$ cat src/rtl/axi_pueo_coeff_loader.sv
// Streams signed 18-bit PUEO coefficients to an AXI-Lite slave as sign-extended 32-bit writes.
// Define COEFF_LOADER_IDENT_CHECK_EN to read and verify the "PUEO" ident word first.
module axi_pueo_coeff_loader #(
    parameter logic [23:0] UPDATE_ADDR = 24'h000700
) (
    input  logic        m_axi_aclk,
    input  logic        m_axi_aresetn,
    input  logic        cmd_valid,
    output logic        cmd_ready,
    input  logic [23:0] cmd_addr,
    input  logic [7:0]  cmd_len,
    input  logic        cmd_update,
    input  logic [17:0] coef_tdata,
    input  logic        coef_tvalid,
    output logic        coef_tready,
    output logic [23:0] m_axi_awaddr,
    output logic        m_axi_awvalid,
    input  logic        m_axi_awready,
    output logic [31:0] m_axi_wdata,
    output logic [3:0]  m_axi_wstrb,
    output logic        m_axi_wvalid,
    input  logic        m_axi_wready,
    input  logic [1:0]  m_axi_bresp,
    input  logic        m_axi_bvalid,
    output logic        m_axi_bready,
    output logic [23:0] m_axi_araddr,
    output logic        m_axi_arvalid,
    input  logic        m_axi_arready,
    input  logic [31:0] m_axi_rdata,
    input  logic [1:0]  m_axi_rresp,
    input  logic        m_axi_rvalid,
    output logic        m_axi_rready,
    output logic        busy,
    output logic        done,
    output logic        err,
    output logic [1:0]  err_code
);

    typedef enum logic [3:0] {
        StIdle, StIdAr, StIdR, StFetch, StWr, StResp, StUpdWr, StUpdResp, StDone
    } state_e;

    localparam logic [31:0] IdentWord = 32'h5055454F;

    state_e      state_q;
    logic [23:0] addr_q, awaddr_q;
    logic [8:0]  cnt_q;
    logic        update_q;
    logic [31:0] wdata_q;
    logic        awvalid_q, wvalid_q, bready_q, coef_tready_q, cmd_ready_q, done_q;
    logic        err_q;
    logic [1:0]  err_code_q;
    logic        arvalid_q, rready_q;
    logic        aw_fin, w_fin, bresp_bad;

    // A channel is finished once its valid has dropped or is being accepted this cycle.
    always_comb begin
        aw_fin    = !awvalid_q || m_axi_awready;
        w_fin     = !wvalid_q || m_axi_wready;
        bresp_bad = (m_axi_bresp != 2'b00) && !err_q;
    end

    always_ff @(posedge m_axi_aclk or negedge m_axi_aresetn) begin
        if (!m_axi_aresetn) begin
            state_q       <= StIdle;
            addr_q        <= '0;
            awaddr_q      <= '0;
            cnt_q         <= '0;
            update_q      <= 1'b0;
            wdata_q       <= '0;
            awvalid_q     <= 1'b0;
            wvalid_q      <= 1'b0;
            bready_q      <= 1'b0;
            coef_tready_q <= 1'b0;
            cmd_ready_q   <= 1'b0;
            done_q        <= 1'b0;
            err_q         <= 1'b0;
            err_code_q    <= 2'b00;
            arvalid_q     <= 1'b0;
            rready_q      <= 1'b0;
        end else begin
            done_q <= 1'b0;
            case (state_q)
                StIdle: begin
                    if (cmd_ready_q && cmd_valid) begin
                        cmd_ready_q <= 1'b0;
                        addr_q      <= cmd_addr;
                        cnt_q       <= {cmd_len == 8'd0, cmd_len};
                        update_q    <= cmd_update;
                        err_q       <= 1'b0;
                        err_code_q  <= 2'b00;
`ifdef COEFF_LOADER_IDENT_CHECK_EN
                        arvalid_q   <= 1'b1;
                        state_q     <= StIdAr;
`else
                        coef_tready_q <= 1'b1;
                        state_q       <= StFetch;
`endif
                    end else begin
                        cmd_ready_q <= 1'b1;
                    end
                end
`ifdef COEFF_LOADER_IDENT_CHECK_EN
                StIdAr: begin
                    if (m_axi_arready) begin
                        arvalid_q <= 1'b0;
                        rready_q  <= 1'b1;
                        state_q   <= StIdR;
                    end
                end
                StIdR: begin
                    if (m_axi_rvalid) begin
                        rready_q <= 1'b0;
                        if (m_axi_rresp != 2'b00 || m_axi_rdata != IdentWord) begin
                            err_q      <= 1'b1;
                            err_code_q <= (m_axi_rresp != 2'b00) ? 2'b11 : 2'b10;
                            done_q     <= 1'b1;
                            state_q    <= StDone;
                        end else begin
                            coef_tready_q <= 1'b1;
                            state_q       <= StFetch;
                        end
                    end
                end
`endif
                StFetch: begin
                    if (coef_tvalid) begin
                        coef_tready_q <= 1'b0;
                        wdata_q       <= {{14{coef_tdata[17]}}, coef_tdata};
                        awaddr_q      <= addr_q;
                        awvalid_q     <= 1'b1;
                        wvalid_q      <= 1'b1;
                        state_q       <= StWr;
                    end
                end
                StWr, StUpdWr: begin
                    if (awvalid_q && m_axi_awready) awvalid_q <= 1'b0;
                    if (wvalid_q && m_axi_wready) wvalid_q <= 1'b0;
                    if (aw_fin && w_fin) begin
                        bready_q <= 1'b1;
                        state_q  <= (state_q == StWr) ? StResp : StUpdResp;
                    end
                end
                StResp: begin
                    if (m_axi_bvalid) begin
                        bready_q <= 1'b0;
                        if (bresp_bad) begin
                            err_q      <= 1'b1;
                            err_code_q <= 2'b01;
                        end
                        addr_q <= addr_q + 24'd4;
                        cnt_q  <= cnt_q - 9'd1;
                        if (cnt_q != 9'd1) begin
                            coef_tready_q <= 1'b1;
                            state_q       <= StFetch;
                        end else if (update_q) begin
                            awaddr_q  <= UPDATE_ADDR;
                            wdata_q   <= '0;
                            awvalid_q <= 1'b1;
                            wvalid_q  <= 1'b1;
                            state_q   <= StUpdWr;
                        end else begin
                            done_q  <= 1'b1;
                            state_q <= StDone;
                        end
                    end
                end
                StUpdResp: begin
                    if (m_axi_bvalid) begin
                        bready_q <= 1'b0;
                        if (bresp_bad) begin
                            err_q      <= 1'b1;
                            err_code_q <= 2'b01;
                        end
                        done_q  <= 1'b1;
                        state_q <= StDone;
                    end
                end
                StDone: begin
                    cmd_ready_q <= 1'b1;
                    state_q     <= StIdle;
                end
                default: state_q <= StIdle;
            endcase
        end
    end

`ifndef COEFF_LOADER_IDENT_CHECK_EN
    logic unused_ident;
    assign unused_ident = ^{m_axi_arready, m_axi_rdata, m_axi_rresp, m_axi_rvalid,
                            arvalid_q, rready_q};
    assign m_axi_arvalid = 1'b0;
    assign m_axi_rready  = 1'b0;
`else
    assign m_axi_arvalid = arvalid_q;
    assign m_axi_rready  = rready_q;
`endif

    assign m_axi_araddr  = 24'h000000;
    assign cmd_ready     = cmd_ready_q;
    assign coef_tready   = coef_tready_q;
    assign m_axi_awaddr  = awaddr_q;
    assign m_axi_awvalid = awvalid_q;
    assign m_axi_wdata   = wdata_q;
    assign m_axi_wstrb   = 4'hF;
    assign m_axi_wvalid  = wvalid_q;
    assign m_axi_bready  = bready_q;
    assign busy          = (state_q != StIdle);
    assign done          = done_q;
    assign err           = err_q;
    assign err_code      = err_code_q;

endmodule

$ cat config.mk
export PLATFORM = sky130hd
export DESIGN_NAME = axi_pueo_coeff_loader
export DESIGN_NICKNAME = d
export VERILOG_FILES = /design/src/rtl/axi_pueo_coeff_loader.sv
export SDC_FILE = /design/constraint.sdc
export NUM_CORES = 1
export LEC_CHECK = 0
export ABC_AREA = 1
export CORE_MARGIN = 2
export CORE_UTILIZATION = 30
export DETAILED_ROUTE_END_ITERATION = 10
export PLACE_DENSITY = 0.65
export REMOVE_ABC_BUFFERS = 1
export SLEW_MARGIN = 30
export SYNTH_ARGS = -nofsm -noshare
export SYNTH_HDL_FRONTEND = slang
export SYNTH_SLANG_ARGS = --single-unit
$ cat constraint.sdc
create_clock -name m_axi_aclk -period 3.35 [get_ports m_axi_aclk]
set_clock_uncertainty 0.05 [all_clocks]
set_input_delay 0.335 -clock m_axi_aclk [delete_from_list [all_inputs] [get_ports m_axi_aclk]]
set_output_delay 0.335 -clock m_axi_aclk [all_outputs]
set_load 0.02 [all_outputs]
# == After elaboration in Yosys (flattened, before gate mapping) ==
# Index checks and enable logic that the tools add are counted.
# Widths: inputs -> output; s select.
# op_classes
mux,56
n_eq_ne,19
n_reduce_logical,32
add_sub_neg,2
# op_table
op,count
$mux 24,6
$mux 32,4
$pmux 24 s2,2
$pmux 32 s2,1
$mux 4,7
$add 24x3->24 const B,1
$mux 1,20
$ne 2x2->1 const B,10
$pmux 4 s5,1
$mux 9,2
$pmux 9 s2,1
$eq 4x3->1 const B,4
$reduce_and 5->1,3
$reduce_and 6->1,2
$reduce_bool 2->1,6
$ne 9x1->1 const B,1
$pmux 1 s3,3
$sub 9x1->9 const B,1
$logic_not 8->1,1
$mux 2,4
$pmux 1 s2,4
$reduce_and 3->1,2
$reduce_bool 3->1,2
$logic_and 1x1->1,5
11 further kinds,16
# totals
inputBits,96
word_cells,123
regBits,103

# == Depth between registers and ports, before layout ==
# logic_depth
depth_word,5
ltp_mapped,11
depth_no_buf,10

# == Worst setup path after synthesis ==
# Ideal clock, no wire load.
# synth_path
path_type,register to register
startpoint,register state_q[2]
endpoint,register cnt_q[3]
period_less_slack_ns,1.580
setup_time_ns,0.128
required_time_ns,3.172
path_buffers,1
stages_incl_launch_ff,10
setup_slack_ns,1.770
arrival_ns,1.403
path_cell_list,dfrtp_1 nor2_1 nand2_2 inv_1 nor2_2 inv_1 nand2_4 buf_6 o21ai_1 o21ai_0
# synth_between
elab_chain_len,3
# synth_rtl
element,line,source
"start, declared",45,state_e state_q;
"start signal, assigned",65,state_q <= StIdle;
"start signal, assigned",97,state_q <= StFetch;
"start signal, assigned",133,state_q <= StWr;
$eq 4x3->1 / $logic_not 4->1 (equally long branches),83,case (state_q)
$ne 2x2->1 (no line) / $reduce_bool 2->1 (equally long branches),n/a,
$reduce_and 3->1 (no line),n/a,
"end signal, assigned",88,"cnt_q <= {cmd_len == 8'd0, cmd_len};"
"end signal, assigned",152,cnt_q <= cnt_q - 9'd1;
"end, declared",47,logic [8:0] cnt_q;
# Parallel ways exist; a longest one is shown, timed or not.
# A chain may end at the register's enable or synchronous reset.

# == Worst setup path after layout ==
# layout_path
startpoint,register state_q[1]
endpoint,register wdata_q[14] (netlist: m_axi_wdata[14])
# layout_between
elab_chain_len,3
# layout_rtl
element,line,source
$eq 4x3->1 / $eq 4x2->1 (equally long branches),83,
$ne 2x2->1 (no line) / $reduce_bool 2->1 (equally long branches),n/a,
$reduce_and 5->1 (no line),n/a,
"end signal, assigned",129,"wdata_q <= {{14{coef_tdata[17]}}, coef_tdata};"
"end, declared",49,logic [31:0] wdata_q;
# Parallel ways exist; a longest one is shown, timed or not.

==> results_dict.tcl <==
set metrics [dict create \
    first_iter_violations 188 \
    dp_cells 986 \
    tightest_slew_ps 764 \
    fp.dieH_um 133 \
    cts.clk_slew.worst_paths_ps 70 \
    grtUsageTotal_pct 14.2 \
    grt_util_met1_pct 18.4 \
    powerDensity_mw_per_mm2 918 \
    grt.met3_usage_pct 3.10 \
    synth_top_area_share_pct 43.6 \
    syn_inst 680 \
    place_area_mm2 0.00616 \
    syn_area_mm2 0.00499 \
    max_stage_delay_ps 450 \
    layout_min_cycle_time_ps 2350 \
    grt_use_met2_pct 22.5 \
    area_growth_pct 29.1 \
    final_core_util_pct 39.3 \
    rows 47 \
    crit_chain "inv_1 -> nand2_1 -> nor2_4 -> inv_2 -> nand2_1 -> nand4_4 -> buf_12 -> nand2_1 -> o21ai_1" \
    synth_edf_count 0 \
    pin_count 192 \
    dp_hpwl_um 8160 \
    layout-drive-gt1-share_pct 4.99 \
    cts_buffer_depth 2 \
    post_cts_buffers 0 \
    drcViolationCount 0 \
    cts.sinks 87 \
    die_area_mm2 0.0177 \
    yosys_warnings 0 \
    finalSetupTns_ps 0 \
    ys_types 33 \
    gp_congestion 0.840 \
    setup_viol 0 \
    antenna-diode-count 0 \
    busiest_layer "met2" \
    rsz0062_at_grt "false" \
    fin_cells 1002 \
    crit_top_cell "nand2_1" \
    portBuffers 124 \
    path_max_fanout 62 \
    pre_cts_ws_ps 1000 \
    via_per_inst 4.34 \
    routedWlPerCell_um 12.2 \
    reg2reg_slack_ps 1000 \
    r2r_start "state_q[1]$_DFFE_PN0P_" \
    num_vias 4349 \
    hold_viol_final 0 \
    irDropWorstVdd_mv 0.350 \
    worstSetupStartpoint "state_q[1]$_DFFE_PN0P_" \
    insertion_delay_ps 350 \
    maxCapViolations 0 \
    rr_endpoint "m_axi_wdata[14]$_DFFE_PN0P_" \
    postCtsHoldBufs 0 \
    grt_pass1_wl_um 20100 \
    fmax_mhz 426 \
    r2r.worst_path.cells 9 \
    initial_core_util_pct 30.4 \
    ctsResizeCount 0 \
    htree_levels 3 \
    dr.pass1.iters 5 \
    die_w_um 133 \
    period_share_pct 70.0 \
    ys_seq_area_share_pct 43.6 \
    end_kind "register" \
    yosysTopAreaCell "dfrtp_1" \
    crit_slowest_cell "dfrtp_1" \
    grt_max_degree 63 \
    routed_wl_um 12200 \
    synth-main-ff-cell "dfrtp_1" \
    min_path_type "primary input to async pin" \
    ys_async_sr_fraction_pct 100 \
    setup_slack_ps 1000 \
    numCtsBuffers 9 \
    crit_arrival_ps 2520 \
    p_leak_nw 2.95 \
    postRouteAntennaNets 0 \
    root_buffer "clkbuf_16" \
    synthTopCellsByArea "dfrtp_1 (44%), nand2_1 (16%), buf_4 (7.2%), nor2_1 (5.8%), nand3_1 (4.1%)" \
    cp_data_required_time_ps 3520 \
    fin_area_mm2 0.00644 \
    cts_tree "yes" \
    critical_path_class "register to register" \
    grt_pass1_vias 4097 \
    grt_antenna_before_repair 2 \
    synth_area_per_cell_um2 7.34 \
    synth-seq-cells 87 \
    finalMaxSlewViolations 0 \
    overflow 0 \
    status "finished clean" \
    core_area_mm2 0.0164 \
    max_slew_margin_pct 49.1 \
    finalNetCount 876 \
    setup.worst_path.start_class "register" \
]
==> per-stage QoR <==
| step | hold WS, ps | power (mW) |
|---|---|---|
| after floorplan | -10.6 | 3.75 |
| after global placement | 405 | 4.92 |
| after detailed placement | 410 | 4.99 |
| after CTS | 37.5 | 6.00 |
| after global routing | 72.8 | 6.45 |
| final | 11.1 | 5.91 |
==> worst max-delay path, delay by kind of cell (launching register included) <==
family | cells | cell delay [ps]
flops | 1 | 450
simple gates | 5 | 1090
buf+inv | 3 | 540
compound gates | 1 | 60
==> cells by family (layout without fill, tap and decap cells) <==
kind of cell             after synthesis  after routing  synth area share, %
adder cells (fa/ha/maj)                3              3                0.752
AND/OR/NAND/NOR                      361            361                 30.0
AO/OA/AOI/OAI                        102            102                 10.9
flip-flops                            87             87                 43.6
XOR/XNOR                               3              3                0.527
other                                  2             31                0.151
buffers and inverters                122            195                 14.1
==> flip-flops by register name (all words and copies together) (netlist names) <==
| signal | count |
|---|---|
| m_axi_awvalid | 1 |
| m_axi_wvalid | 1 |
| coef_tready | 1 |
| update_q | 1 |
| state_q | 4 |
| m_axi_bready | 1 |
| err_code | 1 |
| m_axi_awaddr | 24 |
| addr_q | 24 |
| m_axi_wdata | 18 |
| cmd_ready | 1 |
| done | 1 |
| cnt_q | 9 |
==> worst max-delay path by stage <==
stage,end,slack [ps],cells past startpoint
after floorplan,m_axi_awaddr[6]$_DFFE_PN0P_,-380,7
after global routing,cnt_q[4]$_DFFE_PN0P_,730,8
after detailed placement,cnt_q[4]$_DFFE_PN0P_,1000,8
after CTS,m_axi_wdata[14]$_DFFE_PN0P_,1000,9
final,m_axi_wdata[14]$_DFFE_PN0P_,1000,9
after global placement,m_axi_wvalid$_DFFE_PN0P_,1060,7
==> layer usage <==
metal  vias to the layer above  wire (µm)
met5                         -          0
met3                        17        763
met2                       118       5560
met1                      1927       5540
met4                         0        311
li1                       2287          -
==> area by class of cell <==
type,count,area (µm²)
clock buffers,10,239
inverters,50,188
multi-input cells,500,2230
fillers,1706,9970
flip-flops and latches,87,2180
clock inverters,6,45.0
well taps,220,275
repair buffers,129,1290
==> cells in the final DEF, fill, tap and decap left out, drive strengths merged <==
| cell | instances |
|---|---|
| clkbuf | 10 |
| and2 | 1 |
| o211ai | 4 |
| xnor2 | 2 |
| nor3 | 4 |
| nand2 | 217 |
| or2 | 6 |
| clkinvlp | 3 |
| ha | 3 |
| xor2 | 1 |
| o21a | 1 |
| nand3b | 2 |
| a21boi | 2 |
| inv | 51 |
| buf | 6 |
| clkinv | 2 |
| nand4 | 9 |
| a21oi | 9 |
| nor2 | 81 |
| clkdlybuf4s50 | 123 |
| dfrtp | 87 |
| a31oi | 1 |
| o21ai | 85 |
| conb | 31 |
| nand3 | 41 |
==> cell usage after synthesis, types with 8 or more instances <==
master / number
nand2_1: 215
dfrtp_1: 87
nor2_1: 77
inv_1: 49
buf_4: 48
nand3_1: 41
o21ai_0: 41
o21ai_1: 40
a21oi_1: 9
buf_2: 9
clkbuf_1: 8
nand4_1: 8
==> power by group <==
group / total [mW] / internal, mW / switching (mW)
clock: 0.975 / 0.526 / 0.449
sequential: 1.95 / 1.54 / 0.413
combinational: 2.99 / 1.22 / 1.77
No activity file was read; power rests on OpenSTA's default activity.
